<file path="src/rtl/hazard_ctl.sv">
// Pipeline hazard controller: flush / external-stall / load-use arbitration with stall watchdog.
// Optional statistics counters are built only when HAZARD_STATS_EN is defined.
module hazard_ctl (
  input  logic        clk,
  input  logic        rst,
  input  logic [5:0]  if_id_opcode,
  input  logic [4:0]  if_id_rs,
  input  logic [4:0]  if_id_rt,
  input  logic        id_ex_memread,
  input  logic [4:0]  id_ex_rt,
  input  logic        ex_mem_branch_taken,
  input  logic        ext_stall,
  output logic        pc_write,
  output logic        if_id_write,
  output logic        ctl_bubble,
  output logic        if_id_flush,
  output logic        id_ex_flush,
  output logic [1:0]  state,
  output logic        stall_timeout,
  output logic [15:0] stall_count,
  output logic [15:0] flush_count
);

  typedef enum logic [1:0] {
    RUN     = 2'b00,
    LDSTALL = 2'b01,
    XSTALL  = 2'b10,
    FLUSH   = 2'b11
  } state_t;

  state_t     state_reg, state_next;
  logic [7:0] xstall_run_reg;
  logic       stall_timeout_reg;
  logic       rt_src;
  logic       load_use;

  // rt is a source operand only for R-type, beq and sw.
  always_comb begin
    rt_src = (if_id_opcode == 6'b000000) ||
             (if_id_opcode == 6'b000100) ||
             (if_id_opcode == 6'b101011);
  end

  always_comb begin
    load_use = id_ex_memread && (id_ex_rt != 5'd0) &&
               ((id_ex_rt == if_id_rs) || (rt_src && (id_ex_rt == if_id_rt)));
  end

  always_comb begin
    state_next  = RUN;
    pc_write    = 1'b1;
    if_id_write = 1'b1;
    ctl_bubble  = 1'b0;
    if_id_flush = 1'b0;
    id_ex_flush = 1'b0;
    if (ex_mem_branch_taken) begin
      state_next  = FLUSH;
      ctl_bubble  = 1'b1;
      if_id_flush = 1'b1;
      id_ex_flush = 1'b1;
    end else if (ext_stall) begin
      state_next  = XSTALL;
      pc_write    = 1'b0;
      if_id_write = 1'b0;
      ctl_bubble  = 1'b1;
    end else if (load_use) begin
      state_next  = LDSTALL;
      pc_write    = 1'b0;
      if_id_write = 1'b0;
      ctl_bubble  = 1'b1;
    end
    // Hold the pipeline frozen and cleared while reset is asserted.
    if (rst) begin
      pc_write    = 1'b0;
      if_id_write = 1'b0;
      ctl_bubble  = 1'b1;
      if_id_flush = 1'b1;
      id_ex_flush = 1'b1;
    end
  end

  always_ff @(posedge clk) begin
    if (rst) begin
      state_reg         <= RUN;
      xstall_run_reg    <= 8'd0;
      stall_timeout_reg <= 1'b0;
    end else begin
      state_reg <= state_next;
      if (state_next == XSTALL) begin
        // Counter parks at 255; one more winning cycle trips the sticky flag.
        if (xstall_run_reg == 8'hFF) begin
          stall_timeout_reg <= 1'b1;
        end else begin
          xstall_run_reg <= xstall_run_reg + 8'd1;
        end
      end else begin
        xstall_run_reg <= 8'd0;
      end
    end
  end

  assign state         = state_reg;
  assign stall_timeout = stall_timeout_reg;

`ifdef HAZARD_STATS_EN
  logic [15:0] stall_count_reg;
  logic [15:0] flush_count_reg;

  always_ff @(posedge clk) begin
    if (rst) begin
      stall_count_reg <= 16'd0;
      flush_count_reg <= 16'd0;
    end else begin
      if (((state_next == LDSTALL) || (state_next == XSTALL)) && (stall_count_reg != 16'hFFFF)) begin
        stall_count_reg <= stall_count_reg + 16'd1;
      end
      if ((state_next == FLUSH) && (flush_count_reg != 16'hFFFF)) begin
        flush_count_reg <= flush_count_reg + 16'd1;
      end
    end
  end

  assign stall_count = stall_count_reg;
  assign flush_count = flush_count_reg;
`else
  assign stall_count = 16'd0;
  assign flush_count = 16'd0;
`endif

endmodule

</file>
<file path="config.mk">
export PLATFORM = sky130hd
export DESIGN_NAME = hazard_ctl
export DESIGN_NICKNAME = d
export VERILOG_FILES = /design/src/rtl/hazard_ctl.sv
export SDC_FILE = /design/constraint.sdc
export NUM_CORES = 1
export LEC_CHECK = 0
export ABC_CLOCK_PERIOD_IN_PS = 2500
export CORE_ASPECT_RATIO = 0.5
export CORE_MARGIN = 2
export CORE_UTILIZATION = 35
export DETAILED_ROUTE_END_ITERATION = 12
export PLACE_DENSITY = 0.84
export SLEW_MARGIN = 10
export SYNTH_ARGS = -nofsm -noshare
export SYNTH_HDL_FRONTEND = slang
export SYNTH_SLANG_ARGS = --single-unit
</file>
<file path="constraint.sdc">
create_clock -name clk -period 2.5 [get_ports clk]
set_input_delay 0.5 -clock clk [delete_from_list [all_inputs] [get_ports clk]]
set_output_delay 0.5 -clock clk [all_outputs]
set_load 0.01 [all_outputs]
</file>
# After elaboration in Yosys (flattened, before gate mapping)
# Cells that the tools add are included.
totals:
  word_cells: 34
  regBits: 11
op_classes:
  bitwise: 1
  eq_ne: 6
  n_mux: 13
  reduce_logical: 10
  n_addsub: 1
op_table:
  columns: ["cell", "n"]
  rows:
  - ["$mux W1", 11]
  - ["$eq A5 B5 Y1", 2]
  - ["$add A8 B1 Y8 const B", 1]
  - ["$eq A8 B8 Y1 const B", 1]
  - ["$eq A6 B3 Y1 const B", 1]
  - ["$eq A6 B6 Y1 const B", 1]
  - ["$logic_not A6 Y1", 1]
  - ["$reduce_bool A5 Y1", 1]
  - ["$mux W2", 2]
  - ["$logic_and A1 B1 Y1", 3]
  - ["$logic_or A1 B1 Y1", 3]
  - ["$eq A2 B2 Y1 const B", 1]
  - ["$reduce_and A2 Y1", 1]
  - ["$reduce_or A2 Y1", 1]
  - ["$not A1 Y1", 1]

# Longest topological paths before layout
# Gate-level depths: netlist of run 1.
depth:
  ltp_word: 12
  ltp_mapped: 5
  ltp_nobuf: 5

# Worst setup path before layout of run 1
# OpenSTA, ideal clock, no wires.
synth_path:
  kind: "in2out"
  start: "in if_id_opcode[0]"
  end: "out pc_write"
  cell_stages: 5
  arrival_time_ns: 1.711
  path_buffers: 1
  slack_ns: 0.289
  path_cell_list: "or4_4 o21ai_2 nand3_2 a311o_1 buf_4"
synth_via:
  elab_chain_len: 10
  elab_cells_between_ends: 12
synth_rtl:
  columns: ["element", "line", "source"]
  rows:
  - ["from (decl)", "6", "input logic [5:0] if_id_opcode,"]
  - ["$eq A6 B3 Y1 or $logic_not A6 Y1 (tied branches)", "40, 39", null]
  - ["$logic_or A1 B1 Y1", "39", "rt_src = (if_id_opcode == 6'b000000) ||"]
  - ["$logic_or A1 B1 Y1 (*)", "40", "(if_id_opcode == 6'b000100) ||"]
  - ["$logic_and A1 B1 Y1 (*)", "46", "((id_ex_rt == if_id_rs) || (rt_src && (id_ex_rt == if_id_rt)));"]
  - ["$logic_or A1 B1 Y1 (*)", "46", null]
  - ["$logic_and A1 B1 Y1 (*)", "45", "load_use = id_ex_memread && (id_ex_rt != 5'd0) &&"]
  - ["$mux W1 (*) (4 in series)", null, null]
  - ["to (decl)", "13", "output logic pc_write,"]
# Mark *: on every way between the ends. The rest lies on a longest branch, timed or not.

# Worst setup path after layout of run 1
layout_path:
  start: "in id_ex_rt[1]"
  end: "out ctl_bubble"
layout_via:
  elab_chain_len: 8
  elab_cells_between_ends: 11
layout_rtl:
  columns: ["element", "line", "source"]
  rows:
  - ["from (decl)", "10", "input logic [4:0] id_ex_rt,"]
  - ["$eq A5 B5 Y1", "46", null]
  - ["$logic_and A1 B1 Y1", "46", null]
  - ["$logic_or A1 B1 Y1", "46", null]
  - ["$logic_and A1 B1 Y1 (*)", "45", null]
  - ["$mux W1 (*)", "66", "end else if (load_use) begin"]
  - ["$mux W1 (*)", "61", "end else if (ext_stall) begin"]
  - ["$mux W1 (*)", "56", "if (ex_mem_branch_taken) begin"]
  - ["$mux W1 (*)", "73", "if (rst) begin"]
  - ["to (decl)", "15", "output logic ctl_bubble,"]
# Marked as above.

==> results.ini, run 1 <==
[clock_network]
clk_pin_slew_ns = 0.05
cts_tree = done
cts_buffer_depth = 2
cts-root-buf = clkbuf_8
clock_latency_ns = 0.24
cts_sinks = 11
htreeDepth = 1
cts_made_buffers = 3

[floorplan]
die_x_um = 77.5
initial_utilization_pct = 36.5
coreArea_um2 = 2590
row_count = 13
dieHeight_um = 40.7
io_pins = 66
dieArea_um2 = 3160

[cells_and_area]
layout_commonest_cell = conb_1
area_growth_pct = 49.9
final_nets = 200
layout.cells.non_filler = 209
layout_common_cells = conb_1, clkdlybuf4s50_1, buf_4, nor2_1, dfxtp_1
drive_above_1_share_pct = 22.1
largest_register_ffs = 8
fin_area_um2 = 1420
antenna_cells = 0

[routing]
ant_nets = 0
routed_wl_mm = 2.14
met1_length_um = 760
top_layer = met4
drc_errors = 0
vias_per_cell = 4.14
route.vias.total = 865
post_drt_wl_per_cell_um = 10.2
dr.pass1.iters = 4
drtIter0Drc = 47
wl_met2_mm = 1.18
met3_wirelength_um = 143

[grt]
grt_usage_pct = 12.8
grt_max_degree = 10
grt_pass1_wl_mm = 3.06
first_global_vias = 761
grt.overflow.total = 0
antenna_found_initial = 0

[critical_path]
worst-setup-path-type = in -> out
reg2reg_depth = 5
max_stage_delay_ns = 0.51
required_ns = 2.00
worstPathArrival_ns = 1.95
crit_chain = dlygate4sd2_1, or4_1, o21a_1, buf_6, nand4_1, nand4b_1, buf_2
cp-start-kind = input port
cp_max_fo = 3
worst_path_max_delay_cell = or4_1
end_kind = output pin

[timing]
setup_tns_ns = 0
finalMaxSlewViolations = 0
fin_skew_ns = 0.000848
finalCritPeriodShare_pct = 97.9
setup_viol = 0
final_hold_viol_count = 0
max_freq_mhz = 408
layout_min_cycle_time_ns = 2.45

[synthesis]
synth_ff_type = dfxtp_1
netlist-cell-type-count = 29
synth_edf_count = 0
async_flop_share_pct = 0
synth-seq-cells = 11
yosys_warnings = 0
avgSynthCellArea_um2 = 8.01
yosysSeqAreaShare_pct = 23.3
synthCells = 118
syn_area_um2 = 945

[place]
port_buffers = 33
routabilityCongestion = 0.766
dp_hpwl_mm = 1.60
placedCellCount = 196
place_area_um2 = 1260

[power_and_ir_drop]
power_frac_comb_pct = 28.5
swShare_pct = 28.3
power_leakage_nw = 0.637
p_total_w = 0.000504
p_clk_share_pct = 35.9
power_switching_w = 0.000143
seqPwrFrac_pct = 35.6
pwr_density_cell_nw_per_um2 = 356
p_int_w = 0.000362
ir_drop_v = 0.000144

[worst_hold_path]
hp-class = reg -> reg
holdPathStages = 2

[status]
outcome = finished clean

[flow_run]
drv_cap = 0

==> cells in the mapped netlist, types with 2 or more instances <==
cell type | n | area share, %
inv_1 | 4 | 1.6
nand4_1 | 4 | 2.6
xnor2_1 | 2 | 1.9
buf_4 | 34 | 27
or4_1 | 2 | 1.6
xor2_1 | 13 | 12
o2111ai_1 | 2 | 1.9
o21ai_0 | 2 | 1.1
nand2_1 | 6 | 2.4
nor3_1 | 2 | 1.1
a21oi_1 | 2 | 1.1
nor2_1 | 16 | 6.4
nand3_1 | 3 | 1.6
dfxtp_1 | 11 | 23
==> final timing paths <==
check                                  from                              to  slack [ns]
min              stall_timeout$_SDFFE_PP0P_      stall_timeout$_SDFFE_PP0P_        0.47
min reg2reg      stall_timeout$_SDFFE_PP0P_      stall_timeout$_SDFFE_PP0P_        0.47
max                             id_ex_rt[1]                      ctl_bubble        0.05
max reg2reg  xstall_run_reg[0]$_SDFFE_PP0N_  xstall_run_reg[0]$_SDFFE_PP0N_        1.02
==> critical path: cells and delay by family <==
kind,cells,cell delay [ns]
and+or+nand+nor,3,0.66
buffers and inverters,3,0.53
AOI/OAI and AO/OA,1,0.25
==> repair_timing <==
| item | in CTS | in global routing |
|---|---|---|
| hold buffers | 0 | 0 |
| pin swaps | 4 | 4 |
| setup buffers | 8 | 1 |
| gates resized for setup | 21 | 14 |
| endpoints found under the setup margin | 3 | 4 |
==> kinds of logic (layout without fill, tap and decap cells) <==
family          count (synthesis)  count (layout)  synth area share (%)
compound gates                 11              11                  8.35
xor+xnor                       15              15                  13.9
fa+ha+maj                       1               1                  1.32
buf+inv                        38              61                  28.6
flops                          11              11                  23.3
other cells                     1              32                 0.397
simple gates                   41              41                  24.1
==> final cells by class <==
class                      instances  area (µm²)
inverter                           4        15.0
timing repair buffer              53         477
multi-input combinational        100         613
fill                             232        1170
sequential                        11         220
clock buffer                       4        45.0
tap                               37        46.3
==> power groups by stage <==
stage | logic (W) | registers [W] | clock network, W
2_1_floorplan | 0.0000974 | 0.000184 | 0
3_3_place_gp | 0.000136 | 0.000183 | 0
3_5_place_dp | 0.000138 | 0.000183 | 0
6_report | 0.000144 | 0.000180 | 0.000181
5_1_grt | 0.000156 | 0.000180 | 0.000192
4_1_cts | 0.000134 | 0.000180 | 0.000185
==> per-stage QoR <==
| stage | setup WS [ns] | utilization, % | hold WS [ns] |
|---|---|---|---|
| after CTS | 0.0110 | 52.5 | 0.474 |
| after floorplan | 0.289 | - | 0.444 |
| after global routing | -0.0143 | 54.8 | 0.500 |
| final | 0.0515 | 54.8 | 0.472 |
| after global placement | -0.462 | 48.9 | 0.453 |
| after detailed placement | -0.484 | 48.9 | 0.467 |
==> routing by layer <==
metal,GRT usage (%),vias to the layer above
met5,0,-
met3,3.30,6
met2,28.5,39
met4,6.70,0
li1,-,436
met1,11.8,384
Power figures use the tool's default switching activity.
==> run 2: changes to the inputs <==
--- a/config.mk
+++ b/config.mk
@@ -6,11 +6,12 @@
 export NUM_CORES = 1
 export LEC_CHECK = 0
 export ABC_CLOCK_PERIOD_IN_PS = 2500
-export CORE_ASPECT_RATIO = 0.5
+export CELL_PAD_IN_SITES_DETAIL_PLACEMENT = 0
+export CELL_PAD_IN_SITES_GLOBAL_PLACEMENT = 1
 export CORE_MARGIN = 2
-export CORE_UTILIZATION = 35
+export CORE_UTILIZATION = 23
 export DETAILED_ROUTE_END_ITERATION = 12
-export PLACE_DENSITY = 0.84
+export PLACE_DENSITY = 0.83
 export SLEW_MARGIN = 10
 export SYNTH_ARGS = -nofsm -noshare
 export SYNTH_HDL_FRONTEND = slang
==> results.ini, run 2 (synthesis results as in run 1) <==
[critical_path]
critPathBufInv = 2
cp_max_fo = 2
crit_family = simple AND/OR/NAND/NOR gates
max_stage_delay_ns = 0.54
crit_chain = dlygate4sd2_1, or4_4, o21ai_4, nand3_2, a311o_1, buf_2
worst-setup-path-type = in -> out
cp-start-kind = input port
worstPathArrival_ns = 1.94
required_ns = 2.00
end_kind = output pin
worst_path_max_delay_cell = or4_4

[flow_run]
drv_cap = 0

[grt]
first_global_vias = 731
antenna_found_initial = 0
grt_max_degree = 10
grt.overflow.total = 0
grt_usage_pct = 8.59
grt_pass1_wl_mm = 2.99

[cells_and_area]
layout_commonest_cell = conb_1
final_nets = 193
drive_above_1_share_pct = 18.8
largest_register_ffs = 8
area_growth_pct = 46.0
fin_area_um2 = 1380
multiInputGateArea_um2 = 609
fill_cells = 428
layout_common_cells = conb_1, clkdlybuf4s50_1, nor2_1
layout.cells.non_filler = 215
regArea_um2 = 220
antenna_cells = 0

[floorplan]
die_x_um = 68.1
dieArea_um2 = 4640
dieHeight_um = 68.1
coreArea_um2 = 3970
io_pins = 66
initial_utilization_pct = 23.8
row_count = 23

[routing]
dr.pass1.iters = 2
route.vias.total = 806
vias_per_cell = 3.75
drc_errors = 0
post_drt_wl_per_cell_um = 8.61
drtIter0Drc = 34
ant_nets = 0
routed_wl_mm = 1.85

[timing]
setup_viol = 0
max_freq_mhz = 409
finalMaxSlewViolations = 0
layout_min_cycle_time_ns = 2.44
finalCritPeriodShare_pct = 97.8
fin_skew_ns = 0.00512
final_hold_viol_count = 0

[clock_network]
cts_buffer_depth = 2
clock_latency_ns = 0.24
htreeDepth = 1
cts_tree = done
cts_made_buffers = 3
cts_sinks = 11
cts_hold_buffers = 0
cts-root-buf = clkbuf_8
clk_pin_slew_ns = 0.05

[place]
dp_hpwl_mm = 1.54
routabilityCongestion = 0.641
place_area_um2 = 1270
placedCellCount = 208
port_buffers = 33

[power_and_ir_drop]
pwr_density_cell_nw_per_um2 = 359
p_total_w = 0.000495
power_leakage_nw = 0.610
ir_drop_v = 0.000143

[status]
outcome = finished clean

[worst_hold_path]
hp-class = reg -> reg

-- run 2: cell count changes in the layout (fill, tap and decap cells not counted) --
| cell | before | now |
|---|---|---|
| buf_4 | 17 | 11 |
| xor2_1 | 9 | 11 |
| xor2_2 | 4 | 2 |
| buf_6 | 3 | 2 |
| clkbuf_1 | 1 | 0 |
| clkbuf_2 | 1 | 0 |
| clkdlybuf4s15_1 | 0 | 1 |
| clkinv_2 | 0 | 1 |
| o21a_1 | 1 | 0 |
| o21a_4 | 0 | 1 |
| or4_1 | 2 | 1 |
| or4_4 | 1 | 2 |
-- run 2: worst reg2reg max path, stage by stage, from the launching register on --
cell	delay [ns]
dfxtp_1	0.35
ha_1	0.22
nand3_1	0.17
or2_2	0.36
xnor2_1	0.15
nor2_1	0.05
-- run 2: layout make-up --
cell class | instances | share of cell area (%)
clock buffers | 3 | 2.99
clock inverters | 1 | 0.363
flip-flops and latches | 11 | 16.0
repair buffers | 46 | 30.9
well taps | 50 | 4.54
multi-input cells | 100 | 44.2
inverters | 4 | 1.09
-- run 2: per-layer routing --
| layer | GRT usage, % | part of all wire, % | up-vias | routed length [µm] |
|---|---|---|---|---|
| li1 | - | - | 424 | - |
| met1 | 10.3 | 42 | 344 | 776 |
| met2 | 14.2 | 48 | 33 | 896 |
| met3 | 1.97 | 7.1 | 5 | 131 |
| met4 | 4.50 | 2.5 | 0 | 47 |
| met5 | 0 | 0 | - | 0 |
-- run 2: repair_timing --
| action | CTS | global route |
|---|---|---|
| setup endpoints to repair | 3 | 3 |
| pin swaps | 5 | 4 |
| buffers inserted | 1 | 2 |
| resized for setup | 20 | 13 |
-- run 2: report_power, final --
part	internal, W	switching [W]
clock network	0.000109	0.0000674
logic	0.0000701	0.0000688
registers	0.000178	0.00000117
total	0.000358	0.000137
-- run 2: path summary, 6_finish.rpt --
check,slack (ns),startpoint,end,cells after the start
setup / recovery,0.06,if_id_opcode[5],if_id_write,6
hold / removal,0.46,xstall_run_reg[1]$_SDFFE_PP0N_,xstall_run_reg[1]$_SDFFE_PP0N_,2
setup reg to reg,1.09,xstall_run_reg[0]$_SDFFE_PP0N_,xstall_run_reg[0]$_SDFFE_PP0N_,5
hold reg to reg,0.46,xstall_run_reg[1]$_SDFFE_PP0N_,xstall_run_reg[1]$_SDFFE_PP0N_,2
-- run 2: through the flow --
stage | utilization (%) | setup WS (ns) | hold WS, ns | setup TNS (ns)
2_1_floorplan | - | 0.289 | 0.444 | 0
3_3_place_gp | 32.1 | -0.483 | 0.456 | -1.44
3_5_place_dp | 32.1 | -0.498 | 0.461 | -1.48
4_1_cts | 32.9 | 0.00905 | 0.468 | 0
5_1_grt | 34.7 | -0.000199 | 0.497 | -0.000199
6_report | 34.7 | 0.0555 | 0.464 | 0
